<file path="config.mk">
export PLATFORM = sky130hd
export DESIGN_NAME = counter_apb_regs_flat
export DESIGN_NICKNAME = d
export VERILOG_FILES = /design/src/rtl/counter_apb_regs_if.sv /design/src/rtl/counter_apb_regs.sv /design/src/flat_wrapper.sv
export SDC_FILE = /design/constraint.sdc
export NUM_CORES = 1
export LEC_CHECK = 0
export ABC_AREA = 0
export BUFFER_PORTS_ARGS = -buffer_cell sky130_fd_sc_hd__clkbuf_2
export CORE_AREA = 2 2 230 232
export CTS_CLUSTER_SIZE = 8
export DETAILED_ROUTE_END_ITERATION = 6
export DIE_AREA = 0 0 232 234
export MAX_ROUTING_LAYER = met4
export PLACE_DENSITY = 0.64
export SYNTH_ARGS = -nofsm -noshare
export SYNTH_HDL_FRONTEND = slang
export SYNTH_SLANG_ARGS = --single-unit
</file>
<file path="constraint.sdc">
create_clock -name i_pclk -period 16.9 [get_ports i_pclk]
set_input_delay 1.69 -clock i_pclk [delete_from_list [all_inputs] [get_ports i_pclk]]
set_output_delay 1.69 -clock i_pclk [all_outputs]
set_load 0.01 [all_outputs]
</file>
<file path="src/rtl/counter_apb_regs_if.sv">
// APB3 bus bundle for the counter register bank; member names keep the slave-side view.
interface counter_apb_regs_if #(
    parameter int unsigned ADDR_WIDTH = 8
);
    logic                  i_psel;
    logic                  i_penable;
    logic                  i_pwrite;
    logic [ADDR_WIDTH-1:0] i_paddr;
    logic [31:0]           i_pwdata;
    logic [31:0]           o_prdata;
    logic                  o_pready;
    logic                  o_pslverr;

    modport master (
        output i_psel, i_penable, i_pwrite, i_paddr, i_pwdata,
        input  o_prdata, o_pready, o_pslverr
    );

    modport slave (
        input  i_psel, i_penable, i_pwrite, i_paddr, i_pwdata,
        output o_prdata, o_pready, o_pslverr
    );
endinterface

</file>
<file path="src/rtl/counter_apb_regs.sv">
// APB3 register bank for one counter channel: control/target registers, stretched
// trigger and shiftout strobes, capture readback and edge-latched interrupt status.
module counter_apb_regs #(
    parameter int unsigned ADDR_WIDTH = 8,
    parameter int unsigned STRETCH    = 4
) (
    input  logic              i_pclk,
    input  logic              i_prst,
    counter_apb_regs_if.slave apb,
    output logic              o_enable,
    output logic [2:0]        o_mode_sel,
    output logic [3:0]        o_ctrl_snap,
    output logic [3:0]        o_single_trigger,
    output logic [5:0]        o_target_reg_ctrl,
    output logic [31:0]       o_target_reg_a0,
    output logic [31:0]       o_target_reg_a1,
    output logic [31:0]       o_target_reg_a2,
    output logic [31:0]       o_target_reg_b0,
    output logic [31:0]       o_target_reg_b1,
    output logic [31:0]       o_target_reg_b2,
    input  logic [31:0]       i_shadow_reg,
    input  logic [5:0]        i_capture_reg_status,
    input  logic [31:0]       i_capture_reg_a0,
    input  logic [31:0]       i_capture_reg_a1,
    input  logic [31:0]       i_capture_reg_a2,
    input  logic [31:0]       i_capture_reg_b0,
    input  logic [31:0]       i_capture_reg_b1,
    input  logic [31:0]       i_capture_reg_b2,
    output logic [5:0]        o_capture_reg_read_flag,
    output logic [31:0]       o_shiftout_data,
    output logic              o_shiftout_data_valid,
    input  logic [31:0]       i_shiftin_data,
    input  logic [7:0]        i_int,
    output logic              o_irq
);
    localparam int unsigned CW = $clog2(STRETCH + 1);
    localparam logic [CW-1:0] STRETCH_LOAD = CW'(STRETCH);

    localparam logic [ADDR_WIDTH-1:0] A_CTRL     = ADDR_WIDTH'('h00);
    localparam logic [ADDR_WIDTH-1:0] A_TRIG     = ADDR_WIDTH'('h04);
    localparam logic [ADDR_WIDTH-1:0] A_TGT_CTRL = ADDR_WIDTH'('h08);
    localparam logic [ADDR_WIDTH-1:0] A_TGT_A0   = ADDR_WIDTH'('h0C);
    localparam logic [ADDR_WIDTH-1:0] A_TGT_A1   = ADDR_WIDTH'('h10);
    localparam logic [ADDR_WIDTH-1:0] A_TGT_A2   = ADDR_WIDTH'('h14);
    localparam logic [ADDR_WIDTH-1:0] A_TGT_B0   = ADDR_WIDTH'('h18);
    localparam logic [ADDR_WIDTH-1:0] A_TGT_B1   = ADDR_WIDTH'('h1C);
    localparam logic [ADDR_WIDTH-1:0] A_TGT_B2   = ADDR_WIDTH'('h20);
    localparam logic [ADDR_WIDTH-1:0] A_CAP_STAT = ADDR_WIDTH'('h24);
    localparam logic [ADDR_WIDTH-1:0] A_CAP_A0   = ADDR_WIDTH'('h28);
    localparam logic [ADDR_WIDTH-1:0] A_CAP_A1   = ADDR_WIDTH'('h2C);
    localparam logic [ADDR_WIDTH-1:0] A_CAP_A2   = ADDR_WIDTH'('h30);
    localparam logic [ADDR_WIDTH-1:0] A_CAP_B0   = ADDR_WIDTH'('h34);
    localparam logic [ADDR_WIDTH-1:0] A_CAP_B1   = ADDR_WIDTH'('h38);
    localparam logic [ADDR_WIDTH-1:0] A_CAP_B2   = ADDR_WIDTH'('h3C);
    localparam logic [ADDR_WIDTH-1:0] A_SHIFTOUT = ADDR_WIDTH'('h40);
    localparam logic [ADDR_WIDTH-1:0] A_SHIFTIN  = ADDR_WIDTH'('h44);
    localparam logic [ADDR_WIDTH-1:0] A_SHADOW   = ADDR_WIDTH'('h48);
    localparam logic [ADDR_WIDTH-1:0] A_INT_STAT = ADDR_WIDTH'('h4C);
    localparam logic [ADDR_WIDTH-1:0] A_INT_EN   = ADDR_WIDTH'('h50);

    logic [7:0]    r_ctrl;
    logic [5:0]    r_tgt_ctrl;
    logic [31:0]   r_tgt [6];
    logic [CW-1:0] r_trig_cnt [4];
    logic [CW-1:0] r_so_cnt;
    logic [31:0]   r_so_data;
    logic [5:0]    r_cap_flag;
    logic [7:0]    r_int_prev;
    logic [7:0]    r_int_status;
    logic [7:0]    r_int_en;
    logic          r_irq;

    logic [ADDR_WIDTH-1:0] w_addr;
    logic [31:0]           w_rdata;
    logic                  w_mapped;
    logic                  w_ro;
    logic [5:0]            w_cap_hit;
    logic [5:0]            w_tgt_hit;
    logic                  w_access;
    logic                  w_err;
    logic                  w_wr;
    logic                  w_rd;
    logic                  w_so_busy;
    logic                  w_trig_wr;
    logic [7:0]            w_int_clr;

    assign w_addr    = apb.i_paddr;
    assign w_so_busy = (r_so_cnt != '0);

    always_comb begin
        w_rdata   = '0;
        w_mapped  = 1'b1;
        w_ro      = 1'b0;
        w_cap_hit = '0;
        w_tgt_hit = '0;
        case (w_addr)
            A_CTRL:     w_rdata = {24'd0, r_ctrl};
            A_TRIG:     w_rdata = '0;
            A_TGT_CTRL: w_rdata = {26'd0, r_tgt_ctrl};
            A_TGT_A0:   begin w_rdata = r_tgt[0]; w_tgt_hit = 6'b000001; end
            A_TGT_A1:   begin w_rdata = r_tgt[1]; w_tgt_hit = 6'b000010; end
            A_TGT_A2:   begin w_rdata = r_tgt[2]; w_tgt_hit = 6'b000100; end
            A_TGT_B0:   begin w_rdata = r_tgt[3]; w_tgt_hit = 6'b001000; end
            A_TGT_B1:   begin w_rdata = r_tgt[4]; w_tgt_hit = 6'b010000; end
            A_TGT_B2:   begin w_rdata = r_tgt[5]; w_tgt_hit = 6'b100000; end
            A_CAP_STAT: begin w_rdata = {26'd0, i_capture_reg_status}; w_ro = 1'b1; end
            A_CAP_A0:   begin w_rdata = i_capture_reg_a0; w_ro = 1'b1; w_cap_hit = 6'b000001; end
            A_CAP_A1:   begin w_rdata = i_capture_reg_a1; w_ro = 1'b1; w_cap_hit = 6'b000010; end
            A_CAP_A2:   begin w_rdata = i_capture_reg_a2; w_ro = 1'b1; w_cap_hit = 6'b000100; end
            A_CAP_B0:   begin w_rdata = i_capture_reg_b0; w_ro = 1'b1; w_cap_hit = 6'b001000; end
            A_CAP_B1:   begin w_rdata = i_capture_reg_b1; w_ro = 1'b1; w_cap_hit = 6'b010000; end
            A_CAP_B2:   begin w_rdata = i_capture_reg_b2; w_ro = 1'b1; w_cap_hit = 6'b100000; end
            A_SHIFTOUT: w_rdata = {31'd0, w_so_busy};
            A_SHIFTIN:  begin w_rdata = i_shiftin_data; w_ro = 1'b1; end
            A_SHADOW:   begin w_rdata = i_shadow_reg; w_ro = 1'b1; end
            A_INT_STAT: w_rdata = {24'd0, r_int_status};
            A_INT_EN:   w_rdata = {24'd0, r_int_en};
            default:    w_mapped = 1'b0;
        endcase
    end

    // Any error suppresses every side effect of the transfer, including capture strobes.
    assign w_access  = apb.i_psel & apb.i_penable;
    assign w_err     = w_access & (~w_mapped |
                       (apb.i_pwrite & (w_ro | ((w_addr == A_SHIFTOUT) & w_so_busy))));
    assign w_wr      = w_access & apb.i_pwrite & ~w_err;
    assign w_rd      = w_access & ~apb.i_pwrite & ~w_err;
    assign w_trig_wr = w_wr & (w_addr == A_TRIG);
    assign w_int_clr = (w_wr && (w_addr == A_INT_STAT)) ? apb.i_pwdata[7:0] : '0;

    assign apb.o_prdata  = (w_access & ~apb.i_pwrite) ? w_rdata : '0;
    assign apb.o_pready  = 1'b1;
    assign apb.o_pslverr = w_err;

    always_ff @(posedge i_pclk or posedge i_prst) begin
        if (i_prst) begin
            r_ctrl     <= '0;
            r_tgt_ctrl <= '0;
            r_int_en   <= '0;
            r_so_data  <= '0;
            for (int unsigned i = 0; i < 6; i++) r_tgt[i] <= '0;
        end else if (w_wr) begin
            if (w_addr == A_CTRL)     r_ctrl     <= apb.i_pwdata[7:0];
            if (w_addr == A_TGT_CTRL) r_tgt_ctrl <= apb.i_pwdata[5:0];
            if (w_addr == A_INT_EN)   r_int_en   <= apb.i_pwdata[7:0];
            if (w_addr == A_SHIFTOUT) r_so_data  <= apb.i_pwdata;
            for (int unsigned i = 0; i < 6; i++) begin
                if (w_tgt_hit[i]) r_tgt[i] <= apb.i_pwdata;
            end
        end
    end

    always_ff @(posedge i_pclk or posedge i_prst) begin
        if (i_prst) begin
            for (int unsigned k = 0; k < 4; k++) r_trig_cnt[k] <= '0;
            r_so_cnt <= '0;
        end else begin
            for (int unsigned k = 0; k < 4; k++) begin
                if (w_trig_wr && apb.i_pwdata[k]) r_trig_cnt[k] <= STRETCH_LOAD;
                else if (r_trig_cnt[k] != '0)      r_trig_cnt[k] <= r_trig_cnt[k] - 1'b1;
            end
            if (w_wr && (w_addr == A_SHIFTOUT)) r_so_cnt <= STRETCH_LOAD;
            else if (w_so_busy)                 r_so_cnt <= r_so_cnt - 1'b1;
        end
    end

    // New rising edges are OR-ed in after the W1C mask so a coincident set wins.
    always_ff @(posedge i_pclk or posedge i_prst) begin
        if (i_prst) begin
            r_int_prev   <= '0;
            r_int_status <= '0;
            r_irq        <= 1'b0;
            r_cap_flag   <= '0;
        end else begin
            r_int_prev   <= i_int;
            r_int_status <= (r_int_status & ~w_int_clr) | (i_int & ~r_int_prev);
            r_irq        <= |(r_int_status & r_int_en);
            r_cap_flag   <= w_rd ? w_cap_hit : '0;
        end
    end

    always_comb begin
        o_single_trigger = '0;
        for (int unsigned k = 0; k < 4; k++) o_single_trigger[k] = (r_trig_cnt[k] != '0);
    end

    assign o_enable                = r_ctrl[0];
    assign o_mode_sel              = r_ctrl[3:1];
    assign o_ctrl_snap             = r_ctrl[7:4];
    assign o_target_reg_ctrl       = r_tgt_ctrl;
    assign o_target_reg_a0         = r_tgt[0];
    assign o_target_reg_a1         = r_tgt[1];
    assign o_target_reg_a2         = r_tgt[2];
    assign o_target_reg_b0         = r_tgt[3];
    assign o_target_reg_b1         = r_tgt[4];
    assign o_target_reg_b2         = r_tgt[5];
    assign o_capture_reg_read_flag = r_cap_flag;
    assign o_shiftout_data         = r_so_data;
    assign o_shiftout_data_valid   = w_so_busy;
    assign o_irq                   = r_irq;
endmodule

</file>
<file path="src/flat_wrapper.sv">
// flat-port wrapper written by rule: the top's interface ports become plain ports
module counter_apb_regs_flat 
#(
    parameter int unsigned ADDR_WIDTH = 8,
    parameter int unsigned STRETCH    = 4
)
  (i_pclk, i_prst, o_enable, o_mode_sel, o_ctrl_snap, o_single_trigger, o_target_reg_ctrl, o_target_reg_a0, o_target_reg_a1, o_target_reg_a2, o_target_reg_b0, o_target_reg_b1, o_target_reg_b2, i_shadow_reg, i_capture_reg_status, i_capture_reg_a0, i_capture_reg_a1, i_capture_reg_a2, i_capture_reg_b0, i_capture_reg_b1, i_capture_reg_b2, o_capture_reg_read_flag, o_shiftout_data, o_shiftout_data_valid, i_shiftin_data, i_int, o_irq, apb_i_psel, apb_i_penable, apb_i_pwrite, apb_i_paddr, apb_i_pwdata, apb_o_prdata, apb_o_pready, apb_o_pslverr);
  counter_apb_regs_if #(.ADDR_WIDTH(ADDR_WIDTH)) apb_i ();
  input  logic i_pclk;
  input  logic i_prst;
  output logic o_enable;
  output logic [2:0] o_mode_sel;
  output logic [3:0] o_ctrl_snap;
  output logic [3:0] o_single_trigger;
  output logic [5:0] o_target_reg_ctrl;
  output logic [31:0] o_target_reg_a0;
  output logic [31:0] o_target_reg_a1;
  output logic [31:0] o_target_reg_a2;
  output logic [31:0] o_target_reg_b0;
  output logic [31:0] o_target_reg_b1;
  output logic [31:0] o_target_reg_b2;
  input  logic [31:0] i_shadow_reg;
  input  logic [5:0] i_capture_reg_status;
  input  logic [31:0] i_capture_reg_a0;
  input  logic [31:0] i_capture_reg_a1;
  input  logic [31:0] i_capture_reg_a2;
  input  logic [31:0] i_capture_reg_b0;
  input  logic [31:0] i_capture_reg_b1;
  input  logic [31:0] i_capture_reg_b2;
  output logic [5:0] o_capture_reg_read_flag;
  output logic [31:0] o_shiftout_data;
  output logic o_shiftout_data_valid;
  input  logic [31:0] i_shiftin_data;
  input  logic [7:0] i_int;
  output logic o_irq;
  input wire logic [$bits(apb_i.i_psel)-1:0] apb_i_psel;
  input wire logic [$bits(apb_i.i_penable)-1:0] apb_i_penable;
  input wire logic [$bits(apb_i.i_pwrite)-1:0] apb_i_pwrite;
  input wire logic [$bits(apb_i.i_paddr)-1:0] apb_i_paddr;
  input wire logic [$bits(apb_i.i_pwdata)-1:0] apb_i_pwdata;
  output wire logic [$bits(apb_i.o_prdata)-1:0] apb_o_prdata;
  output wire logic [$bits(apb_i.o_pready)-1:0] apb_o_pready;
  output wire logic [$bits(apb_i.o_pslverr)-1:0] apb_o_pslverr;
  assign apb_i.i_psel = apb_i_psel;
  assign apb_i.i_penable = apb_i_penable;
  assign apb_i.i_pwrite = apb_i_pwrite;
  assign apb_i.i_paddr = apb_i_paddr;
  assign apb_i.i_pwdata = apb_i_pwdata;
  assign apb_o_prdata = apb_i.o_prdata;
  assign apb_o_pready = apb_i.o_pready;
  assign apb_o_pslverr = apb_i.o_pslverr;
  counter_apb_regs #(.ADDR_WIDTH(ADDR_WIDTH), .STRETCH(STRETCH)) u_core (.i_pclk(i_pclk), .i_prst(i_prst), .apb(apb_i), .o_enable(o_enable), .o_mode_sel(o_mode_sel), .o_ctrl_snap(o_ctrl_snap), .o_single_trigger(o_single_trigger), .o_target_reg_ctrl(o_target_reg_ctrl), .o_target_reg_a0(o_target_reg_a0), .o_target_reg_a1(o_target_reg_a1), .o_target_reg_a2(o_target_reg_a2), .o_target_reg_b0(o_target_reg_b0), .o_target_reg_b1(o_target_reg_b1), .o_target_reg_b2(o_target_reg_b2), .i_shadow_reg(i_shadow_reg), .i_capture_reg_status(i_capture_reg_status), .i_capture_reg_a0(i_capture_reg_a0), .i_capture_reg_a1(i_capture_reg_a1), .i_capture_reg_a2(i_capture_reg_a2), .i_capture_reg_b0(i_capture_reg_b0), .i_capture_reg_b1(i_capture_reg_b1), .i_capture_reg_b2(i_capture_reg_b2), .o_capture_reg_read_flag(o_capture_reg_read_flag), .o_shiftout_data(o_shiftout_data), .o_shiftout_data_valid(o_shiftout_data_valid), .i_shiftin_data(i_shiftin_data), .i_int(i_int), .o_irq(o_irq));
endmodule
</file>
-- Yosys cells after proc, flatten, opt, wreduce, memory -nomap -nowiden
Cells that the tools add are included.
- equal/unequal tests: 20
- muxes and demuxes: 18
- reduce and logical (&&, ||, !) cells: 30
- add/subtract/negate cells: 5
- bitwise logic cells: 20
- operators with widths (cell ; number):
    32-bit case mux with 20 select lines ; 1
    6-bit case mux with 6 select lines ; 2
    8-bit by 6-bit equality test with 1-bit output (second input constant) ; 8
    8-bit by 7-bit equality test with 1-bit output (second input constant) ; 5
    8-bit by 5-bit equality test with 1-bit output (second input constant) ; 4
    32-bit 2-to-1 mux ; 1
    3-bit 2-to-1 mux ; 10
    8-bit bitwise AND ; 3
    21-bit OR reduction ; 1
    2-bit AND reduction ; 10
    8-bit by 4-bit equality test with 1-bit output (second input constant) ; 2
    8-bit inverter ; 2
    3-bit nonzero test ; 5
    3-bit by 1-bit subtractor with 3-bit output (second input constant) ; 5
    2-bit nonzero test ; 5
    1-bit bitwise AND ; 9
    9-bit OR reduction ; 1
    8-bit by 3-bit equality test with 1-bit output (second input constant) ; 1
    8-bit logical NOT ; 1
    8-bit 2-to-1 mux ; 1
    8-bit OR ; 1
    8-bit OR reduction ; 1
    1-bit logical AND ; 6
    6-bit 2-to-1 mux ; 1
    3 further kinds ; 7
- input port bits: 315
- bits in registers: 284
- output and inout port bits: 284

-- Logic depth before layout (Yosys ltp)
Gate-level depths: netlist of run 1.
- depth in word-level cells: 14
- depth in mapped cells: 9

-- Least setup slack after synthesis of run 1
OpenSTA, ideal clock, no wires.
- path kind: input to output
- from: input apb_i_paddr[5]
- to: output apb_o_prdata[29]
- stages: 8
- path buffers: 3
- slack: 11766 ps
- arrival time: 3444 ps
- cell sequence: buf_2 -> or4_1 -> clkbuf_1 -> nor2_1 -> buf_2 -> a32o_1 -> nor2_1 -> a311oi_1
- longest elaborated chain between the ends: 3
- RTL lines (element ; RTL line ; source):
    start: declaration ; flat_wrapper.sv:39 ; input wire logic [$bits(apb_i.i_paddr)-1:0] apb_i_paddr;
    8-bit by 7-bit equality test with 1-bit output, or another cell as far along ; counter_apb_regs.sv:96 ; case (w_addr)
    32-bit case mux with 20 select lines * ; counter_apb_regs.sv:96 ;
    32-bit 2-to-1 mux * ; counter_apb_regs.sv:131 ; assign apb.o_prdata = (w_access & ~apb.i_pwrite) ? w_rdata : '0;
    end: declaration ; flat_wrapper.sv:41 ; output wire logic [$bits(apb_i.o_prdata)-1:0] apb_o_prdata;
Every way passes the cells marked *; elsewhere a longest branch is shown, timed or not.

-- Final worst setup path of run 1
- from: input apb_i_paddr[5]
- to: output apb_o_prdata[19]
Same word-level chain as after synthesis.

==> results of run 1 <==
[cells in the final DEF, fill, tap and decap left out, drive strengths merged, types with 21 or more instances in the layout]
cell type,count
clkbuf,639
dfrtp,284
mux2,282
a22oi,108
buf,60
nor2,50
nand2,49
nor3,36
o22ai,34
mux2i,24
nand3,22
a21oi,21
inv,21
[registers in the layout, summed over array words and instances (netlist names)]
name	cells
u_core.o_shiftout_data	32
u_core.o_target_reg_a0	32
u_core.o_target_reg_a1	32
u_core.o_target_reg_a2	32
u_core.o_target_reg_b0	32
u_core.o_target_reg_b1	32
u_core.o_target_reg_b2	32
u_core.r_trig_cnt	12
u_core.r_ctrl	8
u_core.r_int_en	8
u_core.r_int_prev	8
u_core.r_int_status	8
u_core.o_capture_reg_read_flag	6
u_core.o_target_reg_ctrl	6
u_core.r_so_cnt	3
u_core.o_irq	1
[stage by stage]
step | hold WS [ps] | util (%) | instances | worst slack, ps | total power, W
after floorplan | 476 | - | 1300 | 7370 | 0.000877
after global placement | 469 | 36.5 | 2521 | 9950 | 0.00100
after detailed placement | 476 | 36.5 | 2521 | 9920 | 0.00102
after CTS | 486 | 38.8 | 2570 | 9890 | 0.00182
after global routing | 499 | 38.8 | 2575 | 9780 | 0.00187
final | 479 | 38.8 | 2576 | 9790 | 0.00181
[final cells by class]
| class | count | share of cell area (%) |
|---|---|---|
| inverters | 21 | 0.428 |
| flip-flops and latches | 284 | 35.2 |
| well taps | 688 | 4.26 |
| clock buffers | 45 | 5.47 |
| clock inverters | 4 | 0.459 |
| repair buffers | 654 | 16.9 |
| multi-input cells | 874 | 37.2 |
| diodes | 6 | 0.0744 |
[routing by layer]
metal | vias to the layer above | track usage (%)
li1 | 6150 | -
met4 | 0 | 15.4
met3 | 317 | 7.34
met1 | 7766 | 39.0
met5 | - | -
met2 | 1245 | 49.8
[worst paths after layout]
check	endpoint	slack, ps	depth (start not counted)
max reg2reg	u_core.o_shiftout_data[16]	14690	6
min	u_core.o_shiftout_data[1]	480	1
max in group asynchronous	u_core.o_target_reg_b0[31]	13570	4
min reg2reg	u_core.o_shiftout_data[1]	480	1
min in group asynchronous	u_core.o_shiftout_data[11]	1260	2
max	apb_o_prdata[19]	9790	9
[kinds of logic after synthesis]
family	synth area share, %
buffers and inverters	4.13
adders and majority gates	0.829
other	0.0248
xor gates and xnor gates	0.290
AOI/OAI and AO/OA	16.0
DFF	47.1
muxes	23.2
and+or+nand+nor	8.45
[critical path, stage by stage]
cell and delay (ps):
buf_2 500, buf_4 640, nor4b_2 340, buf_4 590
nand2_1 460, o22ai_1 270, a2111oi_0 90, a211oi_1 520
clkbuf_2 230
[power by group]
group | internal (W) | switching [W]
combinational | 0.000108 | 0.000171
clock | 0.000487 | 0.000318
sequential | 0.000711 | 0.0000203
total | 0.00131 | 0.000508
==> results.md, run 1 <==
- The clock tree from TritonCTS is yes.
- The worst-case IR drop observed on VDD is between 50 and 60 µV.
- The final critical-path required period is 7110 ps.
- The post-detailed-placement cell area is 19000 µm².
- Global routing finished with a remaining overflow of 0.
- The clock-pin slew on the worst setup and hold paths is approximately 50 ps.
- The filler cells instantiated in the layout total just over 5000.
- In this run the most critical hold path is launched from u_core.o_shiftout_data[1].
- The antenna violation net count after detailed routing is 0.
- The clock latency at the later pin of the worst-skew pair is 580 ps.
- In the final layout, flip-flops and latches occupy 7110 µm².
- The period utilization is 42.1%.
- After synthesis, the most frequently instantiated cells are dfrtp_1, mux2_2, a22oi_1, clkbuf_1, nor2_1.
- The first routing iteration left 1637 violations.
- The number of port buffers is 597.
- The y dimension of the die is 234 µm.
- The number of vias per cell is about 6.0.
- After routing the design area is 20200 µm².
- The number of storage elements in the synthesis netlist is between 200 and 300.
- Summed over its instances, the top area cell type makes up 47.1% of the synthesized netlist area.
- The clock root buffer master is clkbuf_16.
- After detailed routing, the met3 layer carries 8450 µm of wire.
- The final weighted congestion in routability-driven placement is 0.937.
- The start point of the critical path is apb_i_paddr[5].
- The number of H-tree branching levels is 2.
- Summed over all instances, the cell type with the most area after synthesis is dfrtp_1.
- The initial antenna violation count is 7.
- Synthesis produced 1300 cells.
- The sort of element at the end of the critical path is an output port.
- The maximum clock frequency is 141 MHz.
- The first-pass GRT wire length is 118000 µm.
- Setup repair after global routing left no endpoint under its margin.
- The clock net in this run drives a total of between 200 and 300 sinks.
- The quantity of hold-fixing buffers added after cts is 0.
- Counting distinct cell types in the post-synthesis netlist gives 64.
- The path class of the tightest hold or removal check is reg -> reg.
- Among all flip-flop cells after synthesis, the most frequent one is dfrtp_1.
- Max-cap violations in this run came to 0.
- The worst slew margin relative to its limit is ~17%.
- Entering global routing, the biggest net connects 96 pins.
- The residual DRC count is 0.
- In this run the deepest clock path goes through 3 buffers.
- The arrival time of the worst setup path is 5420 ps.
- The die is between 200 and 250 µm wide.
- The top routing layer in use is met4.
- The total setup violations reported at the end of the flow is 0.
- The half-perimeter wire length after placement is a little over 60000 µm.
- Setup total negative slack on the finished layout was measured at 0 ps.
- The net count of the finished layout is 2202.
- The synthesized net count is 1625.
- The routed length per placed instance is 33.6 µm.
- Sorting the synthesized cells by area gives the leading types as dfrtp_1, mux2_2, a22oi_1, buf_2, mux2i_1.
- Along the worst path, the maximum fanout reaches 41.
- Row generation in the floorplan step produced 84 rows.
- The number of instances resized during post-cts repair is 0.
- In this run the critical register-to-register path is launched from u_core.r_so_cnt[0].
- For the worst setup path, the data required time is roughly 15000 ps.
- The total wirelength of the detailed-routed design is ~87000 µm.
- The area of the mapped netlist is 15100 µm².
- The number of pins exceeding their max-slew limit in the final report came to 0.
- For this run, the total global-route usage over all layers was measured as 31.9%.
- The worst setup path is launched from an input pin.
- Once the floorplan was initialized, standard cells occupied 29.0% of the core.
- The post-synthesis area per instance is 11.6 µm².
- The number of warning messages in the yosys log is 0.
- The number of setup buffers added after CTS is 0.
- In the detailed route, the total length drawn on met2 is 39700 µm.
- The layout cell share with drive strength beyond 1 is between 50% and 60%.
- The top-level port count is between 500 and 600.
- The multi-input gate area in the final layout is roughly 7500 µm².
- The sequential-to-total area share from yosys stat is between 40% and 50%.
- The power density relative to cell area is 89.8 nW/µm².
- The floorplan step defined a core boundary enclosing 52000 µm².
- After synthesis, the share of flip-flops with an asynchronous set or reset is 100%.
- The total via count after detailed routing is 15500.
- The flow ran to the end, and the final reports show no timing, DRC or antenna violations.
- The layout overhead on the synthesized area is 33.8%.
- The static power due to leakage is 10.0 nW.
- The detailed-routing iteration count for the pre-antenna-repair pass is 6.
- The die footprint is approximately 54000 µm².
- The number of enable flip-flop cells after synthesis is 0.
- The worst setup skew after layout is 29.6 ps.
- The pin slew with the least headroom to its limit is ~1200 ps.
- The routed length on met1 is 33300 µm.
- The number of global-route vias before repair is approximately 16000.
- Buffers inserted during clock tree synthesis total 42.
- The most used standard cell by instance count after synthesis is dfrtp_1.
- The class of the most critical setup path is in -> out.
- The final number of hold-violating endpoints is 0.
(Power assumes the default switching activity.)
==> run 2, diff against run 1 <==
==> constraint.sdc (replaced) <==
create_clock -name i_pclk -period 7 [get_ports i_pclk]
set_input_delay 0.7 -clock i_pclk [delete_from_list [all_inputs] [get_ports i_pclk]]
set_output_delay 0.7 -clock i_pclk [all_outputs]
set_load 0.01 [all_outputs]
==> run 2 against run 1 <==
  * Register-to-register slack worse by 10000 ps
  * Design area is 0.32% lower
  * Combinational power is 140% higher
  * Non-clock buffer count is 3 lower
  * Die area stayed put
  * First-iteration DRC count is 8.7% lower
  * Global-route usage is 0.42 points higher
  * Power is 140% higher
  * Clock power is 130% higher
  * Via count is 1.3% lower
  * Core utilization is 0.12 points lower
  * Largest power group unchanged
==> results.md, run 2 (synthesis results as in run 1) <==
- The run finished with clean final reports.
- Once the floorplan was initialized, standard cells occupied between 20% and 30% of the core.
- The multi-input gate area in the final layout is 7500 µm².
- The total setup violations reported at the end of the flow is 0.
- The total wirelength of the detailed-routed design is approximately 88000 µm.
- The number of buffers and inverters on the critical path is 3.
- The share of power burned in registers is 40.9%.
- The top cell types in the final layout, fill and taps aside, are clkbuf_2, dfrtp_1, mux2_2.
- The critical path is of the in -> out type.
- The static power due to leakage is 10.0 nW.
- In this run the number of H-tree levels came out at 2.
- The total area inside the core boundary comes to 52000 µm².
- The worst setup path is launched from an input pin.
- VDD sags by at most 270 µV.
- The die boundary width is 232 µm.
- Power comes to 0.00431 W.
- Walking the worst path, the cells encountered are buf_2 -> or4b_1 -> nor2_1 -> buf_4 -> a221o_1 -> a221oi_1 -> a311oi_1 -> clkbuf_2.
- Once routing completed, OpenROAD measured the worst setup slack at ~2200 ps.
- The top-level port count is 599.
- The pin slew with the least headroom to its limit is 1310 ps.
- Buffers inserted to repair hold after CTS numbered 0.
- The switching fraction of total power is 27.9%.
- Registers take 7110 µm².
- The die covers 54300 µm².
- At the placement stage, the worst setup path has a slack of 2290 ps.
- In the routed design, unresolved DRC markers number 0.
- The tree built by TritonCTS fans out to 284 sinks.
- Adding up every negative setup slack in the final design gives 0 ps.
- Dividing the detail-routed wire length by the instance count gives 34.1 µm.
- The worst-case clock buffer depth is 3.
- The number of placement rows is 84.
- The detailed router finished its first iteration with 1494 violations.
- Power spread over the standard cell area amounts to 214 nW/µm².
- The number of global-route vias before repair is 15400.
- The number of pins exceeding their max-slew limit in the final report is 0.
- The kind of cell with the highest combined delay along the critical path is simple AND/OR/NAND/NOR gates.
- The cell with the largest stage delay on the worst path is nor2_1.
- The largest net degree at the start of global routing is 160.
- The total instance count after detailed placement is 2518.
- The area growth from synthesis to layout is 33.4%.
- Fill cells in the final layout number 5124.
- The period utilization is 68.5%.
- The worst setup skew after layout is ~24 ps.
- The total via count after detailed routing is about 15000.
- For the worst setup path, the data arrival time is around 4100 ps.
- The worst stage delay on the critical path is 1110 ps.
- Setup repair after global routing left no endpoint under its margin.
- In this run, the clock network consumes a little over two fifths of the power.
- Routability-driven placement finished with a final weighted congestion of around 1.
- The initial antenna violation count came to 5.
- After clock tree synthesis, the clock-pin slew on the worst setup and hold paths is 50 ps.
- The detailed-routing iteration count for the pre-antenna-repair pass is 7.
- The global router's overall resource usage is between 30% and 40%.
- TritonCTS built the clock tree.
- The final critical-path required period is between 4000 and 5000 ps.
- The first-pass GRT wire length is 119000 µm.
- The maximum clock frequency is 209 MHz.
- The fraction of power consumed by combinational cells is 15.4%.
- For this run, the number of standard cells in the final layout without fillers is 2572.
- The most frequent standard cell in the layout excluding fill and tap cells is clkbuf_2.
- The final number of hold-violating endpoints is 0.
- The sort of element at the end of the critical path is an output port.
- The number of CTS-inserted buffers is 42.
- Detailed placement finished with a half-perimeter wire length of between 60000 and 70000 µm.
- In this run the post-CTS setup repair buffer count came out at 0.
- The worst-path maximum fanout is 18.
- The internal portion of the total power is between 0.003 and 0.004 W.
- The number of vias per cell is 5.94.
- The number of instances resized during post-cts repair is 0.
- The final-stage net count is 2199.
- Once detail routing completed, the nets flagged for antenna violations numbered 0.
- The min-delay analysis places its worst path in the category in -> reg.
- STA puts the critical path data required time at 6300 ps.
- In this run the clock root is driven by a clkbuf_16.
- The worst slew margin relative to its limit is 12.5%.
- The analysis attributes to net switching a power of 0.00120 W.
- The clock latency at the later pin of the worst-skew pair is 560 ps.
- Of the cells placed in the final design, the portion with a size suffix greater than 1 is 53.5%.
- The number of port buffers is around 600.
- In this run the vertical extent of the chip is 234 µm.
- The global-route congestion overflow total is 0.
- Max-cap violations in this run came to 0.
-- run 2: metrics by stage --
step	util [%]	area [µm²]	hold WS, ps
floorplan	-	15100	476
global placement	36.5	19000	468
detailed placement	36.5	19000	478
CTS	38.7	20100	247
global route	38.7	20100	266
finish	38.7	20100	276
-- run 2: power by group through the flow --
stage / combinational (W) / sequential, W / clock (W)
2_1_floorplan: 0.000333 / 0.00179 / 0
3_3_place_gp: 0.000632 / 0.00178 / 0
3_5_place_dp: 0.000658 / 0.00179 / 0
4_1_cts: 0.000662 / 0.00176 / 0.00191
5_1_grt: 0.000715 / 0.00177 / 0.00198
6_report: 0.000666 / 0.00176 / 0.00188
-- run 2: area by class of cell --
cell class | instances | share of cell area, %
Tap cell | 688 | 4.28
Sequential cell | 284 | 35.3
Clock buffer | 46 | 5.50
Inverter | 21 | 0.410
Timing Repair Buffer | 651 | 16.9
Clock inverter | 3 | 0.218
Antenna cell | 5 | 0.0622
Multi-Input combinational cell | 874 | 37.3
-- run 2: per-layer routing --
metal	part of all wire (%)	vias up	global-route usage, %
met3	8.6	289	6.46
met1	40	7749	40.5
met4	6.0	0	17.4
met2	45	1098	49.2
li1	-	6136	-
met5	0	-	-
-- run 2: worst paths after layout --
check | startpoint | to | slack, ps | depth (start not counted)
worst max-delay path | apb_i_paddr[3] | apb_o_prdata[24] | 2210 | 8
worst min-delay path | i_int[2] | u_core.r_int_prev[2] | 280 | 1
worst max register to register | u_core.r_so_cnt[0] | u_core.o_shiftout_data[21] | 4640 | 6
worst min register to register | u_core.o_shiftout_data[1] | u_core.o_shiftout_data[1] | 480 | 1
max in group asynchronous | i_prst | u_core.o_capture_reg_read_flag[4] | 5120 | 4
min in group asynchronous | i_prst | u_core.o_target_reg_a2[14] | 350 | 3
-- run 2: worst register-to-register path, delay by kind of cell, from the launching register on --
family / cells / cell delay [ps]
fa+ha+maj: 1 / 170
simple gates: 2 / 640
mux: 1 / 430
flops: 1 / 390
buf+inv: 2 / 620
==> run 3, diff against run 2 <==
==> constraint.sdc (replaced) <==
create_clock -name i_pclk -period 4.63 [get_ports i_pclk]
set_input_delay 0.463 -clock i_pclk [delete_from_list [all_inputs] [get_ports i_pclk]]
set_output_delay 0.463 -clock i_pclk [all_outputs]
set_load 0.01 [all_outputs]
==> run 3 against run 2 <==
  * First-iteration DRC count shrank 1.9%
  * Combinational power grew 53%
  * Clock power grew 52%
  * Critical path depth grew 1
  * Setup slack lost 1400 ps
  * Power grew 52%
  * Count of clock-buffer cells in the layout grew 2
  * Design area grew 1.2%
  * Largest power group unchanged
  * Highest routed layer unchanged
  * Register-to-register slack lost 2400 ps
  * Sequential cell count is the same
  * Global-route usage shrank 0.12 points
==> results.md, run 3 (synthesis results as in run 1) <==
- The first global-routing pass estimated approximately 120000 µm of wire.
- The number of design-rule violations left by the first detailed-router iteration is 1466.
- At the worst endpoint, the arrival time is ~3400 ps.
- The total number of clock tree sinks is 284.
- The worst setup skew after layout is 21.7 ps.
- The worst stage delay on the critical path is ~600 ps.
- The initial cell density of the core is slightly below 30%.
- TritonCTS built the clock tree.
- The die boundary width is 232 µm.
- The half-perimeter wire length after placement is 65200 µm.
- In this run the deepest clock path goes through 3 buffers.
- For the pin with the worst max-slew slack, the measured transition is 899 ps.
- The aggregate negative setup slack is 0 ps.
- The final worst hold slack is 29.6 ps.
- The highest ir drop seen on vdd is ~230 µV.
- Setup repair after global routing left no endpoint under its margin.
- Dividing the detail-routed wire length by the instance count gives roughly 34 µm.
- The final-stage net count is between 2000 and 2500.
- The startpoint of the lowest-slack register-to-register path is u_core.r_so_cnt[0].
- The worst-path maximum fanout is 19.
- The detailed-routing iteration count for the pre-antenna-repair pass is 5.
- The worst setup path is captured at an output port.
- The overall power of the completed layout is 0.00655 W.
- Summing over every cut layer, the via total after detailed routing is 15200.
- Routability-driven placement finished with a final weighted congestion of 0.954.
- The startpoint of the tightest hold check path is i_int[4].
- In this run the worst hold path is classified as in -> reg.
- Max-cap violations in this run came to 0.
- CTS placed an instance of clkbuf_16 at the clock tree root.
- The number of filler cells placed in the layout is 5153.
- The number of CTS-inserted buffers is between 40 and 50.
- The buffer and inverter count on the worst path is 4.
- The top-level port count is about 600.
- The global-route congestion overflow total is 0.
- The antenna violation net count after detailed routing is 0.
- The worst register-to-register path ends at u_core.o_shiftout_data[31].
- The number of setup buffers added after CTS is 0.
- The number of port buffers is between 500 and 600.
- Of the cells placed in the final design, the portion with a size suffix greater than 1 is 54.1%.
- The slowest stage of the critical path is the a22oi_1 cell.
- The power density relative to cell area is about 320 nW/µm².
- The required arrival time at the worst endpoint is 4170 ps.
- The residual DRC count is 0.
- The top cell types in the final layout, fill and taps aside, are clkbuf_2, dfrtp_1, mux2_2.
- The worst path meets setup with about 800 ps of slack.
- The number of global-route vias before repair is 15500.
- In this run the number of cells on the critical path is 9.
- The post-placement setup slack is 833 ps.
- The y dimension of the die is 234 µm.
- The clock period could shrink to 3850 ps.
- The die covers 54300 µm².
- Along the worst hold path, the cell count comes to 1.
- The internal reg-to-reg setup slack is 2250 ps.
- Dividing the detail-routed via count by the number of cells gives 5.85.
- The clock-pin slew on the worst setup and hold paths is 50 ps.
- For hold timing, the worst endpoint is u_core.r_int_prev[4].
- Traced cell by cell, the critical path runs through buf_2 -> buf_4 -> buf_4 -> mux2_2 -> a22oi_1 -> nor2_1 -> nor3_1 -> a211oi_1 -> clkbuf_2.
- In the global route stage, overall resource usage came out at between 30% and 40%.
- Compared with the post-synthesis result, the final layout area differs by 35.0%.
- The final number of hold-violating endpoints came to 0.
- The core region is 52000 µm².
- The most used cell along the critical path is buf_4.
- The initial antenna violation count is 8.
- For the worst flop-to-flop path, the logic depth is 6.
- The period utilization is 83.1%.
- Entering global routing, the biggest net connects 140 pins.
- The most frequent standard cell in the layout excluding fill and tap cells is clkbuf_2.
- The class of the most critical setup path is in -> out.
- Setup violations remaining at the end of the flow were counted as 0.
- The number of instances resized during post-cts repair is 0.
- The worst slew margin relative to its limit is 39.7%.
- The type of element launching the critical path is an input pin.
- The clock latency at the later pin of the worst-skew pair is 570 ps.
- On the critical path the largest part of the delay comes from buffers and inverters.
- In this run the number of H-tree levels came out at 2.
- The number of pins exceeding their max-slew limit in the final report came to 0.
- The quantity of hold-fixing buffers added after cts is 1.
- The run finished with clean final reports.
- The maximum clock frequency is around 260 MHz.
- The total wirelength of the detailed-routed design is about 88000 µm.
- The number of placement rows is 84.
- Summed over all cells, the static leakage comes to 10.1 nW.
==> run 3: area by class of cell <==
cell class                 count  area, µm²  share of cell area [%]
multi-input combinational    874       7500                    36.8
sequential                   284       7110                    34.9
timing repair buffer         675       3620                    17.8
clock buffer                  48       1130                    5.57
tap                          688        861                    4.23
inverter                      21       82.6                   0.405
clock inverter                 3       37.5                   0.184
antenna                        9       22.5                   0.111
==> run 3: power by group <==
part	switching [W]	internal, W	total (W)
logic	0.000623	0.000398	0.00102
registers	0.0000735	0.00259	0.00267
clock network	0.00116	0.00170	0.00286
==> run 3: per-stage QoR <==
| stage | util [%] | instance area, µm² | instances |
|---|---|---|---|
| after floorplan | - | 15100 | 1300 |
| after global placement | 36.8 | 19200 | 2541 |
| after detailed placement | 36.8 | 19200 | 2541 |
| after CTS | 39.1 | 20300 | 2593 |
| after global routing | 39.1 | 20400 | 2601 |
| final | 39.1 | 20400 | 2602 |
==> run 3: how the worst max path moves through the flow <==
stage | startpoint | endpoint | slack [ps]
global route | apb_i_paddr[3] | apb_o_prdata[0] | 740
finish | apb_i_paddr[3] | apb_o_prdata[3] | 780
global placement | apb_i_paddr[3] | apb_o_prdata[0] | 840
detailed placement | apb_i_paddr[2] | apb_o_prdata[20] | 830
CTS | apb_i_paddr[2] | apb_o_prdata[20] | 820
floorplan | i_prst | u_core.o_capture_reg_read_flag[0] | 400
==> run 3: routing by layer <==
metal / GRT usage (%) / up-vias / share of wire (%)
li1: - / 6211 / -
met1: 40.0 / 7733 / 40
met2: 50.1 / 1024 / 46
met3: 7.10 / 241 / 8.1
met4: 14.8 / 0 / 5.2
met5: - / - / 0
